==> src/rtl/imem_loader_pkg.sv <==
// Shared types and constants for the instruction-memory boot loader.
// Optional feature macro: IMEM_LOADER_CHECKSUM_EN (adds the CHECK state).
package imem_loader_pkg;

  localparam int unsigned IMEM_DEPTH  = 1024;
  localparam int unsigned IMEM_ADDR_W = 10;
  localparam int unsigned LEN_W       = 16;
  localparam int unsigned WORD_W      = 32;

  typedef enum logic [2:0] {
    StIdle  = 3'd0,
    StLenLo = 3'd1,
    StLenHi = 3'd2,
    StData  = 3'd3,
`ifdef IMEM_LOADER_CHECKSUM_EN
    StCheck = 3'd4,
`endif
    StDone  = 3'd5,
    StErr   = 3'd6
  } state_e;

  // A word count is usable only if it is non-zero and fits the memory.
  function automatic logic len_ok(input logic [LEN_W-1:0] len, input int unsigned depth);
    return (len != '0) && (32'(len) <= depth);
  endfunction

endpackage

==> src/rtl/imem_loader_byte_packer.sv <==
// Packs accepted bytes into little-endian 32-bit words; the first byte of a
// word lands in bits [7:0]. o_word_valid pulses for one cycle after the 4th byte.
module imem_loader_byte_packer
  import imem_loader_pkg::*;
(
  input  logic              i_clk,
  input  logic              i_rst_n,
  input  logic              i_clear,
  input  logic              i_accept,
  input  logic [7:0]        i_byte,
  output logic [1:0]        o_cnt,
  output logic              o_word_valid,
  output logic [WORD_W-1:0] o_word
);

  logic [1:0]        r_cnt;
  logic [23:0]       r_shift;
  logic              r_word_valid;
  logic [WORD_W-1:0] r_word;

  // Byte counter, partial-word shifter and registered word output.
  always_ff @(posedge i_clk) begin
    if (!i_rst_n) begin
      r_cnt        <= 2'd0;
      r_shift      <= 24'd0;
      r_word_valid <= 1'b0;
      r_word       <= '0;
    end else begin
      r_word_valid <= 1'b0;
      if (i_clear) begin
        r_cnt   <= 2'd0;
        r_shift <= 24'd0;
      end else if (i_accept) begin
        r_cnt   <= r_cnt + 2'd1;
        r_shift <= {i_byte, r_shift[23:8]};
        if (r_cnt == 2'd3) begin
          r_word_valid <= 1'b1;
          r_word       <= {i_byte, r_shift};
        end
      end
    end
  end

  assign o_cnt        = r_cnt;
  assign o_word_valid = r_word_valid;
  assign o_word       = r_word;

endmodule

==> src/rtl/imem_loader.sv <==
// Boot loader: receives LEN_LO, LEN_HI, then 4*N bytes, and writes N words to
// instruction memory from address 0 while stalling the core.
// Optional macro IMEM_LOADER_CHECKSUM_EN: a trailing mod-256 sum byte over the
// data bytes is checked in CHECK; mismatch ends in ERR.
module imem_loader
  import imem_loader_pkg::*;
#(
  parameter int unsigned DEPTH  = IMEM_DEPTH,
  parameter int unsigned ADDR_W = IMEM_ADDR_W
) (
  input  logic              i_clk,
  input  logic              i_rst_n,
  input  logic              i_start,
  input  logic              i_byte_valid,
  input  logic [7:0]        i_byte_data,
  output logic              o_byte_ready,
  output logic              o_wr_en,
  output logic [ADDR_W-1:0] o_wr_addr,
  output logic [31:0]       o_wr_data,
  output logic              o_cpu_stall,
  output logic              o_busy,
  output logic              o_done,
  output logic              o_error
);

  state_e            r_state, w_state_next;
  logic [7:0]        r_len_lo;
  logic [LEN_W-1:0]  r_len;
  logic [ADDR_W:0]   r_word_cnt;
  logic              r_all_bytes;

  logic              w_in_load;
  logic              w_accept;
  logic              w_start;
  logic              w_data_acc;
  logic              w_last_byte;
  logic [LEN_W-1:0]  w_len;
  logic [1:0]        w_pack_cnt;
  logic              w_word_valid;
  logic [WORD_W-1:0] w_word;

`ifdef IMEM_LOADER_CHECKSUM_EN
  logic [7:0]        r_sum;
  assign w_in_load = (r_state == StLenLo) || (r_state == StLenHi) || (r_state == StData) ||
                     (r_state == StCheck);
`else
  assign w_in_load = (r_state == StLenLo) || (r_state == StLenHi) || (r_state == StData);
`endif

  assign w_accept = i_byte_valid & o_byte_ready;
  assign w_start  = i_start & ((r_state == StIdle) || (r_state == StDone) || (r_state == StErr));
  assign w_len    = {i_byte_data, r_len_lo};
  // Once every data byte is in, a byte seen during the final write strobe is not data.
  assign w_data_acc  = w_accept & (r_state == StData) & ~r_all_bytes;
  assign w_last_byte = w_data_acc & (w_pack_cnt == 2'd3) &
                       (LEN_W'(r_word_cnt) == (r_len - LEN_W'(1)));

  imem_loader_byte_packer u_byte_packer (
    .i_clk        (i_clk),
    .i_rst_n      (i_rst_n),
    .i_clear      (w_start),
    .i_accept     (w_data_acc),
    .i_byte       (i_byte_data),
    .o_cnt        (w_pack_cnt),
    .o_word_valid (w_word_valid),
    .o_word       (w_word)
  );

  // Next-state decode for the load sequence.
  always_comb begin
    w_state_next = r_state;
    unique case (r_state)
      StIdle, StDone, StErr: begin
        if (i_start) w_state_next = StLenLo;
      end
      StLenLo: begin
        if (w_accept) w_state_next = StLenHi;
      end
      StLenHi: begin
        if (w_accept) w_state_next = len_ok(w_len, DEPTH) ? StData : StErr;
      end
      StData: begin
        if (w_word_valid && r_all_bytes) begin
`ifdef IMEM_LOADER_CHECKSUM_EN
          // A check byte arriving alongside the last strobe is judged right away.
          if (w_accept) w_state_next = (i_byte_data == r_sum) ? StDone : StErr;
          else          w_state_next = StCheck;
`else
          w_state_next = StDone;
`endif
        end
      end
`ifdef IMEM_LOADER_CHECKSUM_EN
      StCheck: begin
        if (w_accept) w_state_next = (i_byte_data == r_sum) ? StDone : StErr;
      end
`endif
      default: w_state_next = StIdle;
    endcase
  end

  // State, header length, word address counter and end-of-data flag.
  always_ff @(posedge i_clk) begin
    if (!i_rst_n) begin
      r_state     <= StIdle;
      r_len_lo    <= 8'd0;
      r_len       <= '0;
      r_word_cnt  <= '0;
      r_all_bytes <= 1'b0;
    end else begin
      r_state <= w_state_next;
      if (r_state == StLenLo && w_accept) r_len_lo <= i_byte_data;
      if (r_state == StLenHi && w_accept) r_len <= w_len;
      if (w_start) begin
        r_word_cnt  <= '0;
        r_all_bytes <= 1'b0;
      end else begin
        if (w_word_valid) r_word_cnt <= r_word_cnt + 1'b1;
        if (w_last_byte) r_all_bytes <= 1'b1;
      end
    end
  end

`ifdef IMEM_LOADER_CHECKSUM_EN
  // Running mod-256 sum of data bytes only.
  always_ff @(posedge i_clk) begin
    if (!i_rst_n) begin
      r_sum <= 8'd0;
    end else if (w_start) begin
      r_sum <= 8'd0;
    end else if (w_data_acc) begin
      r_sum <= r_sum + i_byte_data;
    end
  end
`endif

  assign o_byte_ready = w_in_load;
  assign o_busy       = w_in_load;
  assign o_cpu_stall  = w_in_load;
  assign o_done       = (r_state == StDone);
  assign o_error      = (r_state == StErr);
  assign o_wr_en      = w_word_valid;
  assign o_wr_addr    = r_word_cnt[ADDR_W-1:0];
  assign o_wr_data    = w_word;

endmodule

==> config.mk <==
export PLATFORM = sky130hd
export DESIGN_NAME = imem_loader
export DESIGN_NICKNAME = d
export VERILOG_FILES = /design/src/rtl/imem_loader_pkg.sv /design/src/rtl/imem_loader_byte_packer.sv /design/src/rtl/imem_loader.sv
export SDC_FILE = /design/constraint.sdc
export NUM_CORES = 1
export LEC_CHECK = 0
export BUFFER_PORTS_ARGS = -buffer_cell sky130_fd_sc_hd__clkbuf_2
export CORE_MARGIN = 1
export CORE_UTILIZATION = 31
export CTS_CLUSTER_DIAMETER = 80
export DETAILED_ROUTE_END_ITERATION = 10
export GPL_TIMING_DRIVEN = 0
export PLACE_DENSITY = 0.45
export SYNTH_ARGS = -nofsm -noshare
export SYNTH_HDL_FRONTEND = slang
export SYNTH_HIERARCHICAL = 1
export SYNTH_SLANG_ARGS = --single-unit
export TNS_END_PERCENT = 5
==> constraint.sdc <==
create_clock -name i_clk -period 3.3 [get_ports i_clk]
set_clock_uncertainty 0.1 [all_clocks]
set_input_delay 0.495 -clock i_clk [delete_from_list [all_inputs] [get_ports i_clk]]
set_output_delay 0.495 -clock i_clk [all_outputs]
set_load 0.1 [all_outputs]
# Yosys cells after proc, flatten, opt, wreduce, memory -nomap -nowiden
# Cells that the tools add are included.
# word_totals
word_cells	56
regBits	98
# op_classes
n_reduce_logical	15
addsub	3
muxes	7
n_eq_ne	11
bitwise	10
magnitude_cmp	1
# ops
operator	n
== test 11 x 16 -> 1 bit	1
<= comparator 16 x 11 -> 1 bit (second input constant)	1
nonzero test 16 bit	1
subtractor 16 x 1 -> 16 bit (second input constant)	1
2-to-1 mux 3 bit	5
case mux 3 bit (4 select lines)	1
adder 11 x 1 -> 11 bit (second input constant)	1
AND 1 bit	6
== test 3 x 2 -> 1 bit (second input constant)	2
== test 3 bit (second input constant)	2
!= test 2 bit (second input constant)	3
OR reduction 3 bit	2
logical AND 1 bit	4
logical OR 1 bit	4
inverter 1 bit	4
AND reduction 4 bit	1
== test 3 x 1 -> 1 bit (second input constant)	1
zero test 3 bit	1
AND reduction 3 bit	1
adder 2 x 1 -> 2 bit (second input constant)	1
== test 2 bit (second input constant)	1
!= test 2 x 1 -> 1 bit (second input constant)	1
OR reduction 2 bit	1
2-to-1 mux 1 bit	1

# Logic depth before layout (Yosys ltp)
# logic_depth
word_depth	8
ltp_mapped	8
ltp_nobuf	7

# Cells and area by module
# The synthesis kept the hierarchy.
# by_module_without_submodules
module	n_inst	cells_per_inst	area_per_inst_um2	seq_area_each_um2
imem_loader_byte_packer	1	229	2244.7	1181.1
imem_loader	1	277	2203.4	780.7

# Least setup slack after synthesis
# OpenSTA, ideal clock, no wires.
# synth_timing
kind	register -> output
from	reg r_state[1]
to	out o_byte_ready
stages_incl_launch_ff	5
arrival_time_ns	2.513
n_path_buf	2
setup_slack_ns	0.192
path_cell_list	dfxtp_1 clkbuf_1 nor2_1 nor2_1 buf_4
# synth_via
elab_chain_len	3
elab_cells_between_ends	5
classes_between	3 x eq/ne; 2 x reduce/logical
# synth_rtl
item	line	text
from (decl)	imem_loader.sv:26	state_e r_state, w_state_next;
from (signal assigned)	imem_loader.sv:105	r_state <= StIdle;
from (signal assigned)	imem_loader.sv:111	r_state <= w_state_next;
== test 3 x 1 -> 1 bit or == test 3 x 2 -> 1 bit (tied branches)	imem_loader.sv:47	assign w_in_load = (r_state == StLenLo) || (r_state == StLenHi) || (r_state == StData);
logical OR 1 bit	imem_loader.sv:47	
logical OR 1 bit *	imem_loader.sv:47	
to (decl)	imem_loader.sv:16	output logic o_byte_ready,
# Mark *: on every way between the ends. The rest lies on a longest branch, timed or not.

# Final worst setup path
# Same ends and word-level chain as after synthesis.

==> results.rst <==
.. list-table::
   :header-rows: 1

   * - Metric
     - Value
   * - Outcome
     - finished clean
   * - HPWL Detailed
     - around 8000 um
   * - Row count
     - 43
   * - Met3 wire len
     - 337 um
   * - Dominant cell type by area after synthesis
     - dfxtp_1
   * - Drt first-iter violations
     - 141
   * - Critical path start-end classification
     - flop to output pin
   * - Net count of the mapped netlist
     - 521
   * - Count of buffer and inverter cells on the critical path
     - 3
   * - Die outline height
     - 122 um
   * - Power per cell area
     - 586 nW/um^2
   * - Via count of the first global-routing pass
     - 3382
   * - Gpl congestion
     - roughly 0.83
   * - Number of I/O pins
     - 60
   * - Count of cells resized by post-cts repair
     - 0
   * - Post-detailed-route DRC marker count
     - 0
   * - Worst r2r src
     - r_len[0]
   * - Critical path endpoint category
     - output pin
   * - Syn-to-layout area delta
     - 19.0%
   * - Total wire length
     - roughly 11000 um
   * - Reg clk slew, reported paths
     - 0.07 ns
   * - Vias per Instance
     - 4.68
   * - Synthesized flop and latch total
     - 98
   * - Clock root buffer master
     - clkbuf_16
   * - # setup viols final
     - 0
   * - Area of the mapped netlist
     - roughly 4400 sq um
   * - Clk Latency, worst-skew pair
     - between 0.3 and 0.4 ns
   * - Area of the core region
     - between 10000 and 15000 sq um
   * - Share of cells above drive strength 1
     - 17.4%
   * - Tightest Pin Transition
     - roughly 0.93 ns
   * - Cell occurring most often along the worst timing path
     - nor2_1
   * - Hold Vio Cnt, Final
     - 0
   * - Endpoint required time on the critical path
     - 2.70 ns
   * - Max Fclk
     - 399 MHz
   * - Static power due to leakage
     - 1.92 nW
   * - Final total negative setup slack
     - 0 ns
   * - Initial antenna violation count
     - 0
   * - DR top layer
     - met4
   * - Number of buffer cells added on primary ports
     - 59
   * - Count of hold-fix buffers inserted at cts
     - 0
   * - IR drop worst, VDD
     - 0.340 mV
   * - Clock Sink Count
     - slightly below 100
   * - Fraction of registers with async set/reset
     - 0%
   * - Total global routing overflow
     - 0
   * - TritonRoute pass-1 iters
     - 4
   * - TritonCTS clock tree
     - done
   * - Synthesis warning total
     - 6
   * - Die Wd
     - approximately 120 um
   * - Share of the synthesized area in the top cell type
     - 44.1%
   * - CTS H-tree lvls
     - 3
   * - Post-synth EDFFs
     - 0
   * - Cells along the critical path
     - clkbuf_1, nor2_1, nor2_1, buf_4, clkbuf_2
   * - Most repeated cell in the gate-level netlist after synthesis
     - nand2_1
   * - CP Max Fanout
     - 10
   * - Most used DFF post-synth
     - dfxtp_1
   * - Post-Layout Cell Count
     - 761
   * - Max Root-Sink Buffers
     - 2
   * - Met1 layer wirelength in the final routing
     - 5860 um
   * - Sort of element at the start of the critical path
     - flop
   * - Leading cell types by total area after synthesis
     - dfxtp_1 44%, mux2i_1 15%, nand2_1 8.9%, nor2_1 4.9%, xnor2_1 3.9%
   * - Category of cells accounting for the largest share of critical-path delay
     - buffers and inverters
   * - Effective utilization at floorplan
     - 31.9%
   * - Classification of the worst-slack hold path
     - flop to flop
   * - Die area
     - 14800 sq um
   * - Count of nets after finishing
     - 591
   * - Post-Syn Instances
     - 506
   * - Most instantiated cells after synthesis
     - 106 x nand2_1, 98 x dfxtp_1, 66 x mux2i_1, 58 x nor2_1, 23 x a21oi_1
   * - Total via count in the routed design
     - 3558
   * - Final instance area
     - 5290 sq um
   * - Number of buffers inserted by post-CTS setup repair
     - 0
   * - Number of antenna repair diodes
     - 0
   * - Global-route wire length before repair
     - 17600 um
   * - Final slew viol count
     - 0
   * - Crit path max-delay cell type
     - clkbuf_2
   * - CP Data Arrival Time
     - 1.91 ns
   * - Detailed route wirelength on metal2
     - 4400 um
   * - Antenna Nets Post-Route
     - 0
   * - Post-route minimum period
     - 2.51 ns
   * - Global-route usage over all layers
     - 15.5%
   * - RSZ-0062 raised after global routing
     - false
   * - Fraction of the cycle the final worst path needs
     - 75.9%
   * - Cell count after placement
     - 745
   * - Post-Syn Area per Cell
     - 8.79 sq um
   * - Maximum number of pins on one net before global-route repair
     - 18
   * - TritonCTS Buffers
     - 9
   * - Startpoint of the most critical hold path
     - u_byte_packer/o_word[7]
   * - Number of max-capacitance violations reported
     - 0
   * - Sequential area share after synthesis
     - roughly 44%
   * - Critical Path Start
     - r_state[1]
   * - Worst slew margin relative to its limit
     - 37.7%
   * - Routed length per instance
     - 14.2 um
   * - Post-placement cell area
     - between 4000 and 5000 sq um
   * - Crit path largest cell delay
     - between 0.4 and 0.5 ns
   * - Post-synth cell types
     - 45
## metrics by stage
stage	hold WS, ns	power, mW	worst slack [ns]	utilization, %
floorplan	0.337	1.85	0.192	-
global placement	0.345	1.97	0.798	35.7
detailed placement	0.347	1.98	0.808	35.7
CTS	0.355	3.14	0.766	38.0
global route	0.375	3.26	0.634	38.0
finish	0.358	3.10	0.795	38.0
## worst paths after layout
path / slack (ns) / endpoint / depth (start not counted)
hold reg to reg: 0.36 / u_byte_packer/o_word[7] / 2
setup reg to reg: 0.83 / r_all_bytes / 7
hold / removal: 0.36 / u_byte_packer/o_word[7] / 2
setup / recovery: 0.79 / o_byte_ready / 5
## flip-flops by register name, indices dropped and copies added (netlist names)
register	cells
u_byte_packer/o_word	32
u_byte_packer/r_shift	24
r_len	16
r_word_cnt	11
r_len_lo	8
r_state	3
u_byte_packer/o_cnt	2
r_all_bytes	1
u_byte_packer/o_word_valid	1
## per-layer routing
layer | global-route usage, % | vias to the layer above
li1 | - | 1831
met1 | 22.9 | 1658
met2 | 22.0 | 56
met3 | 2.43 | 13
met4 | 6.94 | 0
met5 | 0 | -
## kinds of logic (layout without fill, tap and decap cells)
group | after synthesis | in the layout | synth area share (%)
muxes | 67 | 67 | 15.1
xor gates and xnor gates | 28 | 28 | 5.51
DFF | 98 | 98 | 44.1
and+or+nand+nor | 220 | 220 | 22.1
buffers and inverters | 49 | 124 | 6.39
AOI/OAI and AO/OA | 41 | 41 | 5.99
adders and majority gates | 3 | 3 | 0.844
## layout by cell type (no fill, tap or decap), types with 5 or more instances in the layout
cell	n
xor2_1	8
nand2b_1	10
nand3_1	6
nor4_1	5
buf_6	6
clkbuf_16	9
dfxtp_1	98
mux2i_1	66
a21oi_1	23
inv_1	5
clkbuf_1	20
nand2_1	106
xnor2_1	20
buf_4	14
clkbuf_2	59
nor2_1	58
nor3_1	8
## power breakdown
group          internal (mW)  leakage (nW)  switching (mW)
Combinational          0.209         0.965           0.491
Sequential              1.22         0.790          0.0349
Clock                  0.671         0.162           0.475
Total                   2.10          1.92            1.00
## worst register-to-register path: stages, from the launching register on
cell and delay [ns]:
dfxtp_1 0.44, inv_1 0.07, ha_1 0.30, xnor2_1 0.13
or4_1 0.48, or4_1 0.41, a2111o_1 0.37, o22ai_2 0.11
## cell type report
type	instances	area [sq um]
multi-input cells	359	2200
well taps	180	225
plain buffers	43	262
inverters	6	22.5
fillers	1464	8640
clock inverters	7	98.8
flip-flops and latches	98	1960
clock buffers	9	225
repair buffers	59	295
Power figures use the tool's default switching activity.
